<file path="src/rtl/mult_div_unit_if.sv">
// Bus bundle for the iterative multiply/divide unit.
// Handshake: the unit accepts a request on any rising edge where start=1 and
// it is idle (busy=0); start/op are ignored while busy=1. The result is in
// hi/lo when done=1, which lasts exactly one cycle. div_by_zero is valid only
// while done=1. hi_we/lo_we take effect only while busy=0.
interface mult_div_unit_if;
    logic        start;
    logic [1:0]  op;
    logic [31:0] operand_a;
    logic [31:0] operand_b;
    logic        hi_we;
    logic        lo_we;
    logic [31:0] wdata;
    logic        busy;
    logic        done;
    logic        div_by_zero;
    logic [31:0] hi;
    logic [31:0] lo;
    logic [1:0]  dbg_state;

    // Requester side (datapath control or testbench)
    modport master (
        output start, op, operand_a, operand_b, hi_we, lo_we, wdata,
        input  busy, done, div_by_zero, hi, lo, dbg_state
    );

    // Unit side
    modport slave (
        input  start, op, operand_a, operand_b, hi_we, lo_we, wdata,
        output busy, done, div_by_zero, hi, lo, dbg_state
    );
endinterface

</file>
<file path="src/rtl/mult_div_unit.sv">
// Iterative 32x32 multiply / 32/32 divide unit with architectural HI/LO.
// op: 00 MULT, 01 MULTU, 10 DIV, 11 DIVU. 32 RUN cycles, one FIX cycle.
module mult_div_unit (
    input  logic              clk,
    input  logic              rst,
    mult_div_unit_if.slave    bus
);
    typedef enum logic [1:0] {
        S_IDLE = 2'd0,
        S_RUN  = 2'd1,
        S_FIX  = 2'd2
    } state_t;

    state_t      state_q, state_d;
    logic [4:0]  cnt_q;
    logic [1:0]  op_q;
    logic        sign_quo_q;   // product / quotient must be negated
    logic        sign_rem_q;   // remainder must be negated (dividend sign)
    logic        bzero_q;      // divisor was zero at start
    logic [31:0] opa_q;        // raw operand_a, returned in HI on divide by zero
    logic [31:0] mcand_q;      // multiplicand (multiply) or divisor (divide)
    logic [63:0] acc_q;        // {partial hi, shifting lo} accumulator
    logic [31:0] hi_q, lo_q;
    logic        done_q, dbz_q;

    logic        start_fire;
    logic        is_div, is_signed;
    logic        a_neg, b_neg;
    logic [31:0] a_mag, b_mag;
    logic [32:0] mul_sum;
    logic [63:0] mul_next;
    logic [32:0] div_trial;
    logic [63:0] div_next;
    logic [63:0] prod_fix;
    logic [31:0] quo_fix, rem_fix;
    logic [31:0] res_hi, res_lo;

    // Operand conditioning at start: magnitudes for signed ops, raw otherwise
    always_comb begin
        start_fire = (state_q == S_IDLE) && bus.start;
        is_div     = bus.op[1];
        is_signed  = ~bus.op[0];
        a_neg      = is_signed & bus.operand_a[31];
        b_neg      = is_signed & bus.operand_b[31];
        a_mag      = a_neg ? (~bus.operand_a + 32'd1) : bus.operand_a;
        b_mag      = b_neg ? (~bus.operand_b + 32'd1) : bus.operand_b;
    end

    // One iteration step: shift-add multiply (LSB first) and restoring divide (MSB first)
    always_comb begin
        mul_sum   = {1'b0, acc_q[63:32]} + (acc_q[0] ? {1'b0, mcand_q} : 33'd0);
        mul_next  = {mul_sum, acc_q[31:1]};
        div_trial = acc_q[63:31] - {1'b0, mcand_q};
        if (div_trial[32]) begin
            div_next = {acc_q[62:0], 1'b0};
        end else begin
            div_next = {div_trial[31:0], acc_q[30:0], 1'b1};
        end
    end

    // Sign fix-up and result selection for the FIX cycle
    always_comb begin
        prod_fix = sign_quo_q ? (~acc_q + 64'd1) : acc_q;
        quo_fix  = sign_quo_q ? (~acc_q[31:0] + 32'd1) : acc_q[31:0];
        rem_fix  = sign_rem_q ? (~acc_q[63:32] + 32'd1) : acc_q[63:32];
        if (!op_q[1]) begin
            res_hi = prod_fix[63:32];
            res_lo = prod_fix[31:0];
        end else if (bzero_q) begin
            res_hi = opa_q;
            res_lo = 32'hFFFF_FFFF;
        end else begin
            res_hi = rem_fix;
            res_lo = quo_fix;
        end
    end

    // FSM state register
    always_ff @(posedge clk or negedge rst) begin
        if (!rst) begin
            state_q <= S_IDLE;
        end else begin
            state_q <= state_d;
        end
    end

    // FSM next-state logic
    always_comb begin
        state_d = state_q;
        case (state_q)
            S_IDLE:  if (bus.start) state_d = S_RUN;
            S_RUN:   if (cnt_q == 5'd31) state_d = S_FIX;
            S_FIX:   state_d = S_IDLE;
            default: state_d = S_IDLE;
        endcase
    end

    // FSM outputs
    always_comb begin
        bus.busy        = (state_q == S_RUN) || (state_q == S_FIX);
        bus.dbg_state   = state_q;
        bus.done        = done_q;
        bus.div_by_zero = dbz_q;
        bus.hi          = hi_q;
        bus.lo          = lo_q;
    end

    // Operand latch and iteration datapath
    always_ff @(posedge clk or negedge rst) begin
        if (!rst) begin
            cnt_q      <= 5'd0;
            op_q       <= 2'd0;
            sign_quo_q <= 1'b0;
            sign_rem_q <= 1'b0;
            bzero_q    <= 1'b0;
            opa_q      <= 32'd0;
            mcand_q    <= 32'd0;
            acc_q      <= 64'd0;
        end else if (start_fire) begin
            cnt_q      <= 5'd0;
            op_q       <= bus.op;
            sign_quo_q <= a_neg ^ b_neg;
            sign_rem_q <= a_neg;
            bzero_q    <= (bus.operand_b == 32'd0);
            opa_q      <= bus.operand_a;
            mcand_q    <= is_div ? b_mag : a_mag;
            acc_q      <= {32'd0, (is_div ? a_mag : b_mag)};
        end else if (state_q == S_RUN) begin
            cnt_q      <= cnt_q + 5'd1;
            acc_q      <= op_q[1] ? div_next : mul_next;
        end
    end

    // HI/LO: result write in FIX, MTHI/MTLO only in IDLE
    always_ff @(posedge clk or negedge rst) begin
        if (!rst) begin
            hi_q   <= 32'd0;
            lo_q   <= 32'd0;
            done_q <= 1'b0;
            dbz_q  <= 1'b0;
        end else begin
            done_q <= 1'b0;
            dbz_q  <= 1'b0;
            if (state_q == S_FIX) begin
                hi_q   <= res_hi;
                lo_q   <= res_lo;
                done_q <= 1'b1;
                dbz_q  <= op_q[1] & bzero_q;
            end else if (state_q == S_IDLE) begin
                if (bus.hi_we) hi_q <= bus.wdata;
                if (bus.lo_we) lo_q <= bus.wdata;
            end
        end
    end
endmodule

</file>
<file path="src/flat_wrapper.sv">
// flat-port wrapper written by rule: the top's interface ports become plain ports
module mult_div_unit_flat 
  (clk, rst, bus_start, bus_op, bus_operand_a, bus_operand_b, bus_hi_we, bus_lo_we, bus_wdata, bus_busy, bus_done, bus_div_by_zero, bus_hi, bus_lo, bus_dbg_state);
  mult_div_unit_if bus_i ();
  input  logic clk;
  input  logic rst;
  input wire logic [$bits(bus_i.start)-1:0] bus_start;
  input wire logic [$bits(bus_i.op)-1:0] bus_op;
  input wire logic [$bits(bus_i.operand_a)-1:0] bus_operand_a;
  input wire logic [$bits(bus_i.operand_b)-1:0] bus_operand_b;
  input wire logic [$bits(bus_i.hi_we)-1:0] bus_hi_we;
  input wire logic [$bits(bus_i.lo_we)-1:0] bus_lo_we;
  input wire logic [$bits(bus_i.wdata)-1:0] bus_wdata;
  output wire logic [$bits(bus_i.busy)-1:0] bus_busy;
  output wire logic [$bits(bus_i.done)-1:0] bus_done;
  output wire logic [$bits(bus_i.div_by_zero)-1:0] bus_div_by_zero;
  output wire logic [$bits(bus_i.hi)-1:0] bus_hi;
  output wire logic [$bits(bus_i.lo)-1:0] bus_lo;
  output wire logic [$bits(bus_i.dbg_state)-1:0] bus_dbg_state;
  assign bus_i.start = bus_start;
  assign bus_i.op = bus_op;
  assign bus_i.operand_a = bus_operand_a;
  assign bus_i.operand_b = bus_operand_b;
  assign bus_i.hi_we = bus_hi_we;
  assign bus_i.lo_we = bus_lo_we;
  assign bus_i.wdata = bus_wdata;
  assign bus_busy = bus_i.busy;
  assign bus_done = bus_i.done;
  assign bus_div_by_zero = bus_i.div_by_zero;
  assign bus_hi = bus_i.hi;
  assign bus_lo = bus_i.lo;
  assign bus_dbg_state = bus_i.dbg_state;
  mult_div_unit u_core (.clk(clk), .rst(rst), .bus(bus_i));
endmodule
</file>
<file path="config.mk">
export PLATFORM = sky130hd
export DESIGN_NAME = mult_div_unit_flat
export DESIGN_NICKNAME = d
export VERILOG_FILES = /design/src/rtl/mult_div_unit_if.sv /design/src/rtl/mult_div_unit.sv /design/src/flat_wrapper.sv
export SDC_FILE = /design/constraint.sdc
export NUM_CORES = 1
export LEC_CHECK = 0
export ABC_AREA = 1
export CAP_MARGIN = 20
export CORE_MARGIN = 3
export CORE_UTILIZATION = 50
export CTS_CLUSTER_SIZE = 28
export DETAILED_ROUTE_END_ITERATION = 10
export PLACE_DENSITY = 0.74
export RECOVER_POWER = 25
export REMOVE_ABC_BUFFERS = 1
export SETUP_SLACK_MARGIN = 0.02
export SLEW_MARGIN = 15
export SYNTH_ARGS = -nofsm -noshare
export SYNTH_HDL_FRONTEND = slang
export SYNTH_SLANG_ARGS = --single-unit
</file>
<file path="constraint.sdc">
create_clock -name clk -period 2.7 [get_ports clk]
set_input_delay 0.54 -clock clk [delete_from_list [all_inputs] [get_ports clk]]
set_output_delay 0.54 -clock clk [all_outputs]
set_load 0.005 [all_outputs]
</file>
==> impl_metrics.env <==
export IMPL_status="finished, violations left"
export IMPL_violations="max-capacitance violations, max-slew violations"
export IMPL_antenna_found_initial=6
export IMPL_crit_family="compound AO/OA/AOI/OAI gates"
export IMPL_cp_endpoint="u_core.acc_q[0]$_DFFE_PN0P_"
export IMPL_portBuffers=171
export IMPL_ys_ff_latch=205
export IMPL_final_setup_tns_ns=0
export IMPL_ant_nets=0
export IMPL_setup_viol=0
export IMPL_fp_row_count=72
export IMPL_synth_area_top_cells="dfrtp_1 (26%), nand2_1 (21%), inv_1 (9.0%)"
export IMPL_slowest_delay_ns=0.75
export IMPL_synth_top_cell_area_share_pct=25.87
export IMPL_hp_class="register to register"
export IMPL_dp_cells=4190
export IMPL_synthCells=3353
export IMPL_htreeDepth=1
export IMPL_final_cells=4248
export IMPL_rr_startpoint="u_core.bus.dbg_state[0]$_DFFE_PN0P_"
export IMPL_nNetsFinal=3888
export IMPL_die_width_um=205.1
export IMPL_initial_core_util_pct=50.95
export IMPL_dieArea_um2=42080
export IMPL_grt_usage_pct=43.17
export IMPL_clk_latency_ns=0.57
export IMPL_finalCritPeriodShare_pct=98.13
export IMPL_cp_max_fo=79
export IMPL_dr_pass1_iters=7
export IMPL_cp_startpoint="u_core.bus.dbg_state[0]$_DFFE_PN0P_"
export IMPL_drv_slew=68
export IMPL_r2r_end="u_core.acc_q[0]$_DFFE_PN0P_"
export IMPL_drt_iter0_markers=3290
export IMPL_cp_end_kind="register"
export IMPL_cpMostUsedCell="buf_12"
export IMPL_wl_per_cell_um=22.14
export IMPL_cts_sinks=205
export IMPL_post_route_min_period_ns=2.650
export IMPL_power_mw=33.05
export IMPL_yosysSeqAreaShare_pct=25.87
export IMPL_vias=25130
export IMPL_gp_congestion=1.093
export IMPL_hold_worst_slack_ns=0.4961
export IMPL_worstPathArrival_ns=3.06
export IMPL_max_freq_ghz=0.3774
export IMPL_timing_final_ws_setup_ns=0.05038
export IMPL_numCtsBuffers=25
export IMPL_drive_gt1_share_pct=11.91
export IMPL_syn2layout_area_growth_pct=26.85
export IMPL_slowest_stage="a22oi_1"
export IMPL_fillers=3660
export IMPL_critical_path_n_buffers_inverters=3
export IMPL_max_slew_margin_pct=-41.99
export IMPL_reg2regPathDepth=8
export IMPL_worstSetupPathDepth=8
export IMPL_dpl_worst_slack_ns=-0.1382
export IMPL_async_flop_share_pct=100.0
export IMPL_path_cells="inv_1 > ha_1 > nand2_2 > buf_12 > nor2_4 > buf_12 > a22oi_1 > o211ai_1"
export IMPL_grt_pass1_vias=23300
export IMPL_syn_avg_cell_area_um2=5.914
export IMPL_core_um2=38920
export IMPL_reg2reg_slack_ns=0.05
export IMPL_routed_wl_um=94070
export IMPL_synthFlopType="dfrtp_1"
export IMPL_clockBufferDepth=3
export IMPL_criticalPathCategory="register to register"
export IMPL_die_y_um=205.1
export IMPL_cts_clk_slew_worst_paths_ns=0.08
export IMPL_io_pins=172
export IMPL_dp_hpwl_um=75590
export IMPL_finalHoldViolCount=0
export IMPL_drc_errors=0
export IMPL_power_leakage_nw=12.95
export IMPL_hold_path_depth=2
export IMPL_yosysWarnings=0
export IMPL_cts_root_buffer="clkbuf_16"
export IMPL_synth_cell_types=51
export IMPL_synth_edf_count=0
export IMPL_skew_ns=0.02296
export IMPL_max_cap_violations=1
export IMPL_synthTopCellsByCount="nand2_1 (1122), inv_1 (475), nor2_1 (314), o21ai_0 (264), nand3_1 (244)"
export IMPL_power_per_cell_area_nw_per_um2=1314
export IMPL_peakVddDrop_uv=1046
export IMPL_yosysMostFrequentCell="nand2_1"
export IMPL_gr_total_overflow=0
export IMPL_synth_top_cell_by_area="dfrtp_1"
export IMPL_cts_tree="built"
export IMPL_tightest_slew_ns=2.130
export IMPL_crit_required_ns=3.11
export IMPL_startpoint_type="register"
export IMPL_grt_max_degree=114
export IMPL_vias_per_cell=5.916
export IMPL_grt_pass1_wl_um=138800
export IMPL_synth_area_um2=19830
## kinds of logic after synthesis
| family | synth area share [%] |
|---|---|
| xor gates and xnor gates | 4.240 |
| and+or+nand+nor | 37.27 |
| adders and majority gates | 4.808 |
| AOI/OAI and AO/OA | 15.98 |
| DFF | 25.87 |
| buffers and inverters | 11.83 |
## where the power goes
group          total [mW]  internal [mW]  leakage, nW  switching (mW)
Clock                3.67           2.13        0.415            1.54
Sequential           6.20           4.53         2.51            1.67
Combinational        23.2           8.48         10.0            14.7
## worst min-delay path by stage
stage                                       from                      endpoint  slack, ns
global route        u_core.bus.hi[3]$_DFFE_PN0P_  u_core.bus.hi[3]$_DFFE_PN0P_       0.53
detailed placement  u_core.opa_q[29]$_DFFE_PN0P_  u_core.opa_q[29]$_DFFE_PN0P_       0.47
floorplan                                    rst   u_core.acc_q[0]$_DFFE_PN0P_       0.24
CTS                                          rst  u_core.bus.hi[5]$_DFFE_PN0P_       0.01
finish              u_core.opa_q[29]$_DFFE_PN0P_  u_core.opa_q[29]$_DFFE_PN0P_       0.50
global placement    u_core.opa_q[17]$_DFFE_PN0P_  u_core.opa_q[17]$_DFFE_PN0P_       0.47
## metal layers
| layer | wire length [um] | global-route usage [%] |
|---|---|---|
| met1 | 37400 | 60.30 |
| met4 | 4880 | 17.40 |
| met5 | 35 | 0 |
| met2 | 37990 | 62.36 |
| met3 | 13770 | 12.73 |
## tightest hold or removal path, cell delays in order, from the launching register on
cell and delay, ns:
dfrtp_1 0.34, nand2_1 0.05, o21ai_0 0.06
## area by class of cell
type                       count  area (um2)  area share (%)
timing repair buffer         456        3988           15.85
multi-input combinational   2540       12690           50.43
sequential                   205        5147           20.46
tap                          518       648.1           2.577
antenna                        2       5.005         0.01990
inverter                     482        1809           7.193
clock buffer                  34       699.4           2.781
clock inverter                11       171.4          0.6815
## what timing repair did
action | in CTS | in global routing
resized for setup | 3 | 84
pin swaps | 0 | 5
endpoints found under the setup margin | 1 | 41
hold buffers | 0 | 0
setup buffers | 0 | 11
## per-stage QoR
step | utilization (%) | instance area, um2
finish | 64.63 | 25150
global route | 64.62 | 25150
CTS | 63.61 | 24760
detailed placement | 61.36 | 23880
global placement | 61.36 | 23880
floorplan | - | 19290
## state kept, by name, summed over array words and instances, names as in the netlist
signal / cells
u_core.sign_quo_q: 1
u_core.bus.hi: 32
u_core.cnt_q: 5
u_core.op_q: 1
u_core.bus.done: 1
u_core.mcand_q: 32
u_core.bus.div_by_zero: 1
u_core.bus.dbg_state: 2
u_core.sign_rem_q: 1
u_core.acc_q: 64
u_core.bzero_q: 1
u_core.bus.lo: 32
u_core.opa_q: 32
## cells in the final DEF (no fill, tap or decap), types with 14 or more instances in the layout
cell | synthesis | final
xor2_1 | 78 | 78
nor2_2 | 7 | 19
nand4_1 | 29 | 29
o21ai_0 | 264 | 258
o21ai_1 | 34 | 37
inv_1 | 475 | 471
dfrtp_1 | 205 | 193
a31oi_1 | 17 | 17
clkbuf_16 | 0 | 25
buf_4 | 1 | 271
xnor2_1 | 18 | 18
nor3_1 | 36 | 32
a21oi_1 | 156 | 149
o221ai_1 | 14 | 14
o211ai_1 | 33 | 33
nand3_1 | 244 | 242
nor2_1 | 314 | 298
ha_1 | 73 | 56
nand2_1 | 1122 | 1111
clkdlybuf4s50_1 | 0 | 170
(Power assumes the default switching activity.)
